File: src/rtl/branch_resolver_if.sv
// Branch resolver bus: ID-stage branch info in, EX-stage outcome, flush/redirect and counters out.
interface branch_resolver_if #(
  parameter int unsigned COUNT_W = 32
);
  logic               ID_Branch_i;
  logic               ID_predict_i;
  logic [31:0]        ID_pc_i;
  logic [31:0]        ID_target_i;
  logic               Stall_i;
  logic               EX_Zero_i;
  logic               EX_Branch_o;
  logic               EX_gtTaken_o;
  logic               Flush_o;
  logic [31:0]        PC_Redirect_addr_o;
  logic [COUNT_W-1:0] Branch_cnt_o;
  logic [COUNT_W-1:0] Mispredict_cnt_o;

  // Pipeline side: drives ID/EX inputs, observes the resolution
  modport master (
    output ID_Branch_i, ID_predict_i, ID_pc_i, ID_target_i, Stall_i, EX_Zero_i,
    input  EX_Branch_o, EX_gtTaken_o, Flush_o, PC_Redirect_addr_o,
    input  Branch_cnt_o, Mispredict_cnt_o
  );

  // Resolver side
  modport slave (
    input  ID_Branch_i, ID_predict_i, ID_pc_i, ID_target_i, Stall_i, EX_Zero_i,
    output EX_Branch_o, EX_gtTaken_o, Flush_o, PC_Redirect_addr_o,
    output Branch_cnt_o, Mispredict_cnt_o
  );
endinterface

File: src/rtl/branch_resolver.sv
// EX-stage branch resolution: compares predicted vs. actual direction, flushes and
// redirects on mispredict, and keeps saturating branch/mispredict counters.
module branch_resolver #(
  parameter int unsigned COUNT_W = 32
) (
  input  logic                clk_i,
  input  logic                rst_i,
  branch_resolver_if.slave    bus
);

  localparam int unsigned PC_W = 32;

  logic               ex_valid_q, ex_valid_d;
  logic               ex_pred_q, ex_pred_d;
  logic [PC_W-1:0]    ex_pc_q, ex_pc_d;
  logic [PC_W-1:0]    ex_target_q, ex_target_d;
  logic [COUNT_W-1:0] branch_cnt_q, branch_cnt_d;
  logic [COUNT_W-1:0] mispred_cnt_q, mispred_cnt_d;
  logic               flush_c;

  // Resolve the branch sitting in EX against the live ALU comparison
  always_comb begin
    flush_c                = ex_valid_q & (ex_pred_q != bus.EX_Zero_i);
    bus.EX_Branch_o        = ex_valid_q;
    bus.EX_gtTaken_o       = ex_valid_q & bus.EX_Zero_i;
    bus.Flush_o            = flush_c;
    bus.PC_Redirect_addr_o = '0;
    if (flush_c) begin
      // predicted taken but fell through -> sequential PC; otherwise the target
      bus.PC_Redirect_addr_o = ex_pred_q ? (ex_pc_q + PC_W'(4)) : ex_target_q;
    end
    bus.Branch_cnt_o       = branch_cnt_q;
    bus.Mispredict_cnt_o   = mispred_cnt_q;
  end

  // Next-state: ID->EX transfer (only valid is gated) and saturating counters
  always_comb begin
    ex_valid_d    = 1'b0;
    ex_pred_d     = bus.ID_predict_i;
    ex_pc_d       = bus.ID_pc_i;
    ex_target_d   = bus.ID_target_i;
    branch_cnt_d  = branch_cnt_q;
    mispred_cnt_d = mispred_cnt_q;

    if (!flush_c && !bus.Stall_i) begin
      ex_valid_d = bus.ID_Branch_i;
    end

    if (ex_valid_q && (branch_cnt_q != '1)) begin
      branch_cnt_d = branch_cnt_q + COUNT_W'(1);
    end
    if (flush_c && (mispred_cnt_q != '1)) begin
      mispred_cnt_d = mispred_cnt_q + COUNT_W'(1);
    end
  end

  // EX-stage and counter registers
  always_ff @(posedge clk_i or negedge rst_i) begin
    if (!rst_i) begin
      ex_valid_q    <= 1'b0;
      ex_pred_q     <= 1'b0;
      ex_pc_q       <= '0;
      ex_target_q   <= '0;
      branch_cnt_q  <= '0;
      mispred_cnt_q <= '0;
    end else begin
      ex_valid_q    <= ex_valid_d;
      ex_pred_q     <= ex_pred_d;
      ex_pc_q       <= ex_pc_d;
      ex_target_q   <= ex_target_d;
      branch_cnt_q  <= branch_cnt_d;
      mispred_cnt_q <= mispred_cnt_d;
    end
  end

endmodule

File: src/flat_wrapper.sv
// flat-port wrapper written by rule: the top's interface ports become plain ports
module branch_resolver_flat 
#(
  parameter int unsigned COUNT_W = 32
)
  (clk_i, rst_i, bus_ID_Branch_i, bus_ID_predict_i, bus_ID_pc_i, bus_ID_target_i, bus_Stall_i, bus_EX_Zero_i, bus_EX_Branch_o, bus_EX_gtTaken_o, bus_Flush_o, bus_PC_Redirect_addr_o, bus_Branch_cnt_o, bus_Mispredict_cnt_o);
  branch_resolver_if #(.COUNT_W(COUNT_W)) bus_i ();
  input  logic clk_i;
  input  logic rst_i;
  input wire logic [$bits(bus_i.ID_Branch_i)-1:0] bus_ID_Branch_i;
  input wire logic [$bits(bus_i.ID_predict_i)-1:0] bus_ID_predict_i;
  input wire logic [$bits(bus_i.ID_pc_i)-1:0] bus_ID_pc_i;
  input wire logic [$bits(bus_i.ID_target_i)-1:0] bus_ID_target_i;
  input wire logic [$bits(bus_i.Stall_i)-1:0] bus_Stall_i;
  input wire logic [$bits(bus_i.EX_Zero_i)-1:0] bus_EX_Zero_i;
  output wire logic [$bits(bus_i.EX_Branch_o)-1:0] bus_EX_Branch_o;
  output wire logic [$bits(bus_i.EX_gtTaken_o)-1:0] bus_EX_gtTaken_o;
  output wire logic [$bits(bus_i.Flush_o)-1:0] bus_Flush_o;
  output wire logic [$bits(bus_i.PC_Redirect_addr_o)-1:0] bus_PC_Redirect_addr_o;
  output wire logic [$bits(bus_i.Branch_cnt_o)-1:0] bus_Branch_cnt_o;
  output wire logic [$bits(bus_i.Mispredict_cnt_o)-1:0] bus_Mispredict_cnt_o;
  assign bus_i.ID_Branch_i = bus_ID_Branch_i;
  assign bus_i.ID_predict_i = bus_ID_predict_i;
  assign bus_i.ID_pc_i = bus_ID_pc_i;
  assign bus_i.ID_target_i = bus_ID_target_i;
  assign bus_i.Stall_i = bus_Stall_i;
  assign bus_i.EX_Zero_i = bus_EX_Zero_i;
  assign bus_EX_Branch_o = bus_i.EX_Branch_o;
  assign bus_EX_gtTaken_o = bus_i.EX_gtTaken_o;
  assign bus_Flush_o = bus_i.Flush_o;
  assign bus_PC_Redirect_addr_o = bus_i.PC_Redirect_addr_o;
  assign bus_Branch_cnt_o = bus_i.Branch_cnt_o;
  assign bus_Mispredict_cnt_o = bus_i.Mispredict_cnt_o;
  branch_resolver #(.COUNT_W(COUNT_W)) u_core (.clk_i(clk_i), .rst_i(rst_i), .bus(bus_i));
endmodule
File: config.mk
export PLATFORM = sky130hd
export DESIGN_NAME = branch_resolver_flat
export DESIGN_NICKNAME = d
export VERILOG_FILES = /design/src/rtl/branch_resolver_if.sv /design/src/rtl/branch_resolver.sv /design/src/flat_wrapper.sv
export SDC_FILE = /design/constraint.sdc
export NUM_CORES = 1
export LEC_CHECK = 0
export BUFFER_PORTS_ARGS = -buffer_cell sky130_fd_sc_hd__buf_2
export CAP_MARGIN = 20
export CORE_MARGIN = 3
export CORE_UTILIZATION = 45
export CTS_BUF_LIST = sky130_fd_sc_hd__clkbuf_2
export CTS_CLUSTER_DIAMETER = 100
export DETAILED_ROUTE_END_ITERATION = 16
export MAX_ROUTING_LAYER = met4
export PLACE_DENSITY = 0.71
export SLEW_MARGIN = 20
export SYNTH_ARGS = -nofsm -noshare
export SYNTH_HDL_FRONTEND = slang
export SYNTH_SLANG_ARGS = --single-unit
File: constraint.sdc
create_clock -name clk_i -period 2.5 [get_ports clk_i]
set_input_delay 0.25 -clock clk_i [delete_from_list [all_inputs] [get_ports clk_i]]
set_output_delay 0.25 -clock clk_i [all_outputs]
set_load 0.005 [all_outputs]
After elaboration in Yosys (flattened, before gate mapping) --
Cells that the tools add are included.
Storage, ports and cells: flip-flop bits (word level) 130, bits of input ports 70, output and inout port bits 99, logic and storage cells 22
Operators by class: $add $sub $neg 3, eq/ne operators 3, mux-type cells 3, bitwise gates (word level) 2, reductions and logical operators 5
Operator list (count):
- $add A32 B1 Y32 const B | 2
- $mux W32 | 2
- $ne A32 B32 Y1 const B | 2
- $add A32 B3 Y32 const B | 1
- $logic_and A1 B1 Y1 | 3
- $and A1 B1 Y1 | 2
- $logic_not A1 Y1 | 2
- $mux W1 | 1
- $ne A1 B1 Y1 | 1

Logic depth before layout (Yosys ltp) --
word-level depth 5, depth in mapped cells 7, gate-level depth less buffers 6

Least setup slack after synthesis --
No wires, ideal clock.
kind reg-to-reg, start register u_core.branch_cnt_q[24] (netlist: u_core.bus.Branch_cnt_o[24]), end register u_core.branch_cnt_q[10] (netlist: u_core.bus.Branch_cnt_o[10]), library setup time 0.079 ns, arrival time 1.649 ns, data required time 2.421 ns, slack 0.772 ns, stages on the path, launching flop included 8, buffers on the path 2, clock period less this slack 1.728 ns, path through dfrtp_1 > and4_4 > and4_4 > buf_6 > and4_4 > buf_6 > nor4b_2 > xor2_1
Between the ends: longest elaborated chain between the ends 2
RTL lines:
- start, declared | RTL line branch_resolver.sv:17 | logic [COUNT_W-1:0] branch_cnt_q, branch_cnt_d;
- start signal, assigned | RTL line branch_resolver.sv:71 | branch_cnt_q <= branch_cnt_d;
- $ne A32 B32 Y1 | RTL line branch_resolver.sv:49 | if (ex_valid_q && (branch_cnt_q != '1)) begin
- $logic_and A1 B1 Y1 | RTL line branch_resolver.sv:49
No other way between the ends. A chain may end at the register's enable or synchronous reset.

Worst setup path after layout --
start register u_core.ex_pc_q[20], end output bus_PC_Redirect_addr_o[30]
Between the ends: longest elaborated chain between the ends 3
RTL lines:
- start, declared | RTL line branch_resolver.sv:15 | logic [PC_W-1:0] ex_pc_q, ex_pc_d;
- start signal, assigned | RTL line branch_resolver.sv:69 | ex_pc_q <= ex_pc_d;
- $add A32 B3 Y32 | RTL line branch_resolver.sv:30 | bus.PC_Redirect_addr_o = ex_pred_q ? (ex_pc_q + PC_W'(4)) : ex_target_q;
- $mux W32 | RTL line branch_resolver.sv:30
- $mux W32 | RTL line branch_resolver.sv:28 | if (flush_c) begin
- end, declared | RTL line flat_wrapper.sv:19 | output wire logic [$bits(bus_i.PC_Redirect_addr_o)-1:0] bus_PC_Redirect_addr_o;
No other way between the ends.

==> results.py <==
metrics = {
    "grt": {
        "grt_max_degree": 62,
        "grt_pass1_wl_um": 27500,
        "grt_pass1_vias": 5383,
        "grt_antenna_before_repair": 0,
        "overflow": 0,
        "grt.total_usage": 0.252,
    },
    "flow_run": {
        "maxCapViolations": 0,
    },
    "worst_setup_path": {
        "critPathMaxStageDelay_ps": 420,
        "reg2reg_from": "u_core.bus.Mispredict_cnt_o[13]",
        "crit_chain": "nand4_1 > buf_4 > nor4_4 > nand4_1 > xnor2_1 > a21oi_1 > buf_2",
        "timing.rr.end": "u_core.bus.Mispredict_cnt_o[7]",
        "crit_start": "u_core.ex_pc_q[20]",
        "cp_num_cells": 7,
        "r2r_cells": 5,
        "crit_type": "flop to primary output",
        "cp_num_buf_inv": 2,
        "crit_top_cell": "nand4_1",
        "r2r_slack_ps": 360,
        "arrival_ps": 2420,
        "crit_end": "bus_PC_Redirect_addr_o[30]",
        "critPathLaunchType": "flop",
        "critPathCaptureType": "primary output",
        "crit_fanout": 4,
        "cp_top_family": "simple AND/OR/NAND/NOR gates",
        "worstPathRequired_ps": 2250,
        "slowest_stage": "dfrtp_1",
    },
    "sta": {
        "period_share": 1.07,
        "slew_violations": 0,
        "rsz0062_at_grt": "yes",
        "max_freq_ghz": 0.375,
        "hold_violations": 0,
        "setup_slack_ps": -167,
        "fin_skew_ps": 30.2,
        "slew_headroom": 0.402,
        "period_minus_slack_ps": 2670,
        "fin_setup_tns_ps": -1210,
        "worst_pin_slew_ps": 894,
        "setup_viol": 12,
    },
    "cells_and_area": {
        "nets": 883,
        "final_cell_mix": "167 x buf_2, 127 x dfrtp_1, 69 x dlygate4sd3_1",
        "diodes": 0,
        "n_fill_cell": 976,
        "drive_above_1_share": 0.365,
        "regArea_um2": 3260,
        "synthToLayoutAreaGrowth_pct": 42.6,
        "layout_commonest_cell": "buf_2",
        "final_cell_count_no_fill": 995,
        "post-route-util": 0.660,
        "multi_input_area_um2": 2730,
    },
    "pwr": {
        "p_int_mw": 3.01,
        "cellLeakagePower_nw": 4.06,
        "switching_share": 0.299,
        "clkPwrFrac": 0.292,
        "irDropWorstVdd_mv": 0.424,
        "p_switching_mw": 1.28,
        "pwr-share-comb": 0.150,
        "seqPwrFrac": 0.558,
        "fin_total_pwr_mw": 4.29,
        "power_density_nw_per_um2": 513,
    },
    "clock_tree": {
        "clk_pin_slew_ps": 210,
        "cts.sinks": 130,
        "cts-root-buf": "clkbuf_2",
        "clkLatencyLatePin_ps": 710,
        "cts_buffer_depth": 2,
        "cts_tree": "yes",
        "cts_made_buffers": 17,
        "cts_max_level": 4,
    },
    "placed_design": {
        "dpl.cell_count": 857,
        "hpwlAfterDp_um": 11100,
        "gp_congestion": 0.885,
        "placement.io_buffers": 168,
    },
    "die": {
        "die_w_um": 120,
        "fp-row-count": 41,
        "initial_utilization": 0.463,
        "dieArea_um2": 14400,
        "die_y_um": 120,
        "pin_count": 169,
        "coreArea_um2": 12700,
    },
    "logic_synthesis": {
        "netlist_top_cells_area": "dfrtp_1 55%, xor2_1 7.0%, xnor2_1 5.5%",
        "synth.distinct_cells": 50,
        "synth_nets": 601,
        "synth_edf_count": 0,
        "syn_area_um2": 5860,
        "ys.warnings.count": 0,
        "yosysTopAreaCell": "dfrtp_1",
        "synthCells": 528,
        "netlist.area_leader.share": 0.555,
        "syn_avg_cell_area_um2": 11.1,
        "ys_async_sr_fraction": 1.00,
        "yosys_most_used_dff": "dfrtp_1",
        "ys_seq_elements": 130,
        "seq_area_frac_synth": 0.555,
    },
    "route": {
        "firstDrtPassIters": 6,
        "drt_wl_total_um": 18000,
        "vias": 5407,
        "via_per_inst": 5.43,
        "wl_per_cell_um": 18.1,
        "remaining_drc_errors": 0,
        "drt_iter0_markers": 371,
        "drtAntennaViolNets": 0,
    },
    "outcome": {
        "violations": "setup timing",
        "status": "finished, violations left",
    },
    "worst_hold_path": {
        "hold_path_class": "primary input to asynchronous set/reset pin",
    },
}
through the flow:
stage          cell area (um^2)  setup slack (ps)  hold WS [ps]
2_1_floorplan              5860               772         -45.6
3_3_place_gp               6900               455           164
3_5_place_dp               6900               395           169
4_1_cts                    8170              -167          72.5
5_1_grt                    8360              -340          58.5
6_report                   8360              -167           112
kinds of logic after synthesis:
logic type | share of synthesized area
mux | 0.0141
simple gates | 0.210
flops | 0.555
compound gates | 0.0683
fa+ha+maj | 0.00640
buf+inv | 0.0207
xor+xnor | 0.125
synth_stat cells (4+ instances only):
master and n:
nor4_1 7, nor2_1 35, mux2i_1 6, a211oi_1 5
o21ai_0 24, nand3_1 33, nor3_1 19, dfrtp_1 130
and3_1 14, a21oi_1 23, and4_4 4, xnor2_1 37
xor2_1 47, nand4_1 33, clkbuf_1 10, and4_1 7
and2_1 4, nand2_1 32, a31oi_1 4, inv_1 10
flip-flops by register name, summed over array words and instances, names as in the netlist:
name,cells
u_core.bus.Branch_cnt_o,32
u_core.bus.Mispredict_cnt_o,32
u_core.ex_pc_q,32
u_core.ex_target_q,32
u_core.bus.EX_Branch_o,1
u_core.ex_pred_q,1
power groups by stage:
| stage | clock, mW | combinational (mW) | sequential [mW] |
|---|---|---|---|
| finish | 1.25 | 0.646 | 2.39 |
| global route | 1.37 | 0.705 | 2.42 |
| CTS | 1.28 | 0.621 | 2.39 |
| detailed placement | 0 | 0.481 | 2.43 |
| global placement | 0 | 0.465 | 2.42 |
| floorplan | 0 | 0.214 | 2.41 |
layer usage:
layer / wire (um) / GRT usage
met2: 8990 / 0.411
met5: 0 / -
met3: 1230 / 0.0683
met4: 496 / 0.100
met1: 7260 / 0.299
tightest hold or removal path, stage by stage:
cell,delay (ps)
dlygate4sd3_1,540
buf_4,170
buf_12,290
what timing repair did:
item,CTS,global route
pin swaps,24,15
buffers inserted,23,12
hold endpoints to repair,196,0
gates cloned,3,0
gates resized for setup,40,23
hold buffers,69,0
endpoints found under the setup margin,25,29
area by class of cell:
class,instances,share of cell area
Inverter,10,0.00494
Tap cell,172,0.0257
Timing Repair Buffer,277,0.224
Clock buffer,17,0.0102
Multi-Input combinational cell,371,0.326
Sequential cell,130,0.389
Clock inverter,15,0.0171
Timing Repair inverter,3,0.00269
how the worst min path moves through the flow:
| stage | startpoint | endpoint | slack, ps | depth (start not counted) |
|---|---|---|---|---|
| 3_3_place_gp | rst_i | u_core.bus.Mispredict_cnt_o[22] | 160 | 1 |
| 6_report | rst_i | u_core.ex_target_q[21] | 110 | 3 |
| 2_1_floorplan | rst_i | u_core.bus.Branch_cnt_o[0] | -50 | 0 |
| 5_1_grt | rst_i | u_core.ex_pc_q[12] | 60 | 3 |
| 4_1_cts | rst_i | u_core.ex_pc_q[16] | 70 | 3 |
| 3_5_place_dp | rst_i | u_core.bus.Mispredict_cnt_o[22] | 170 | 1 |
No activity file was read; power rests on OpenSTA's default activity.
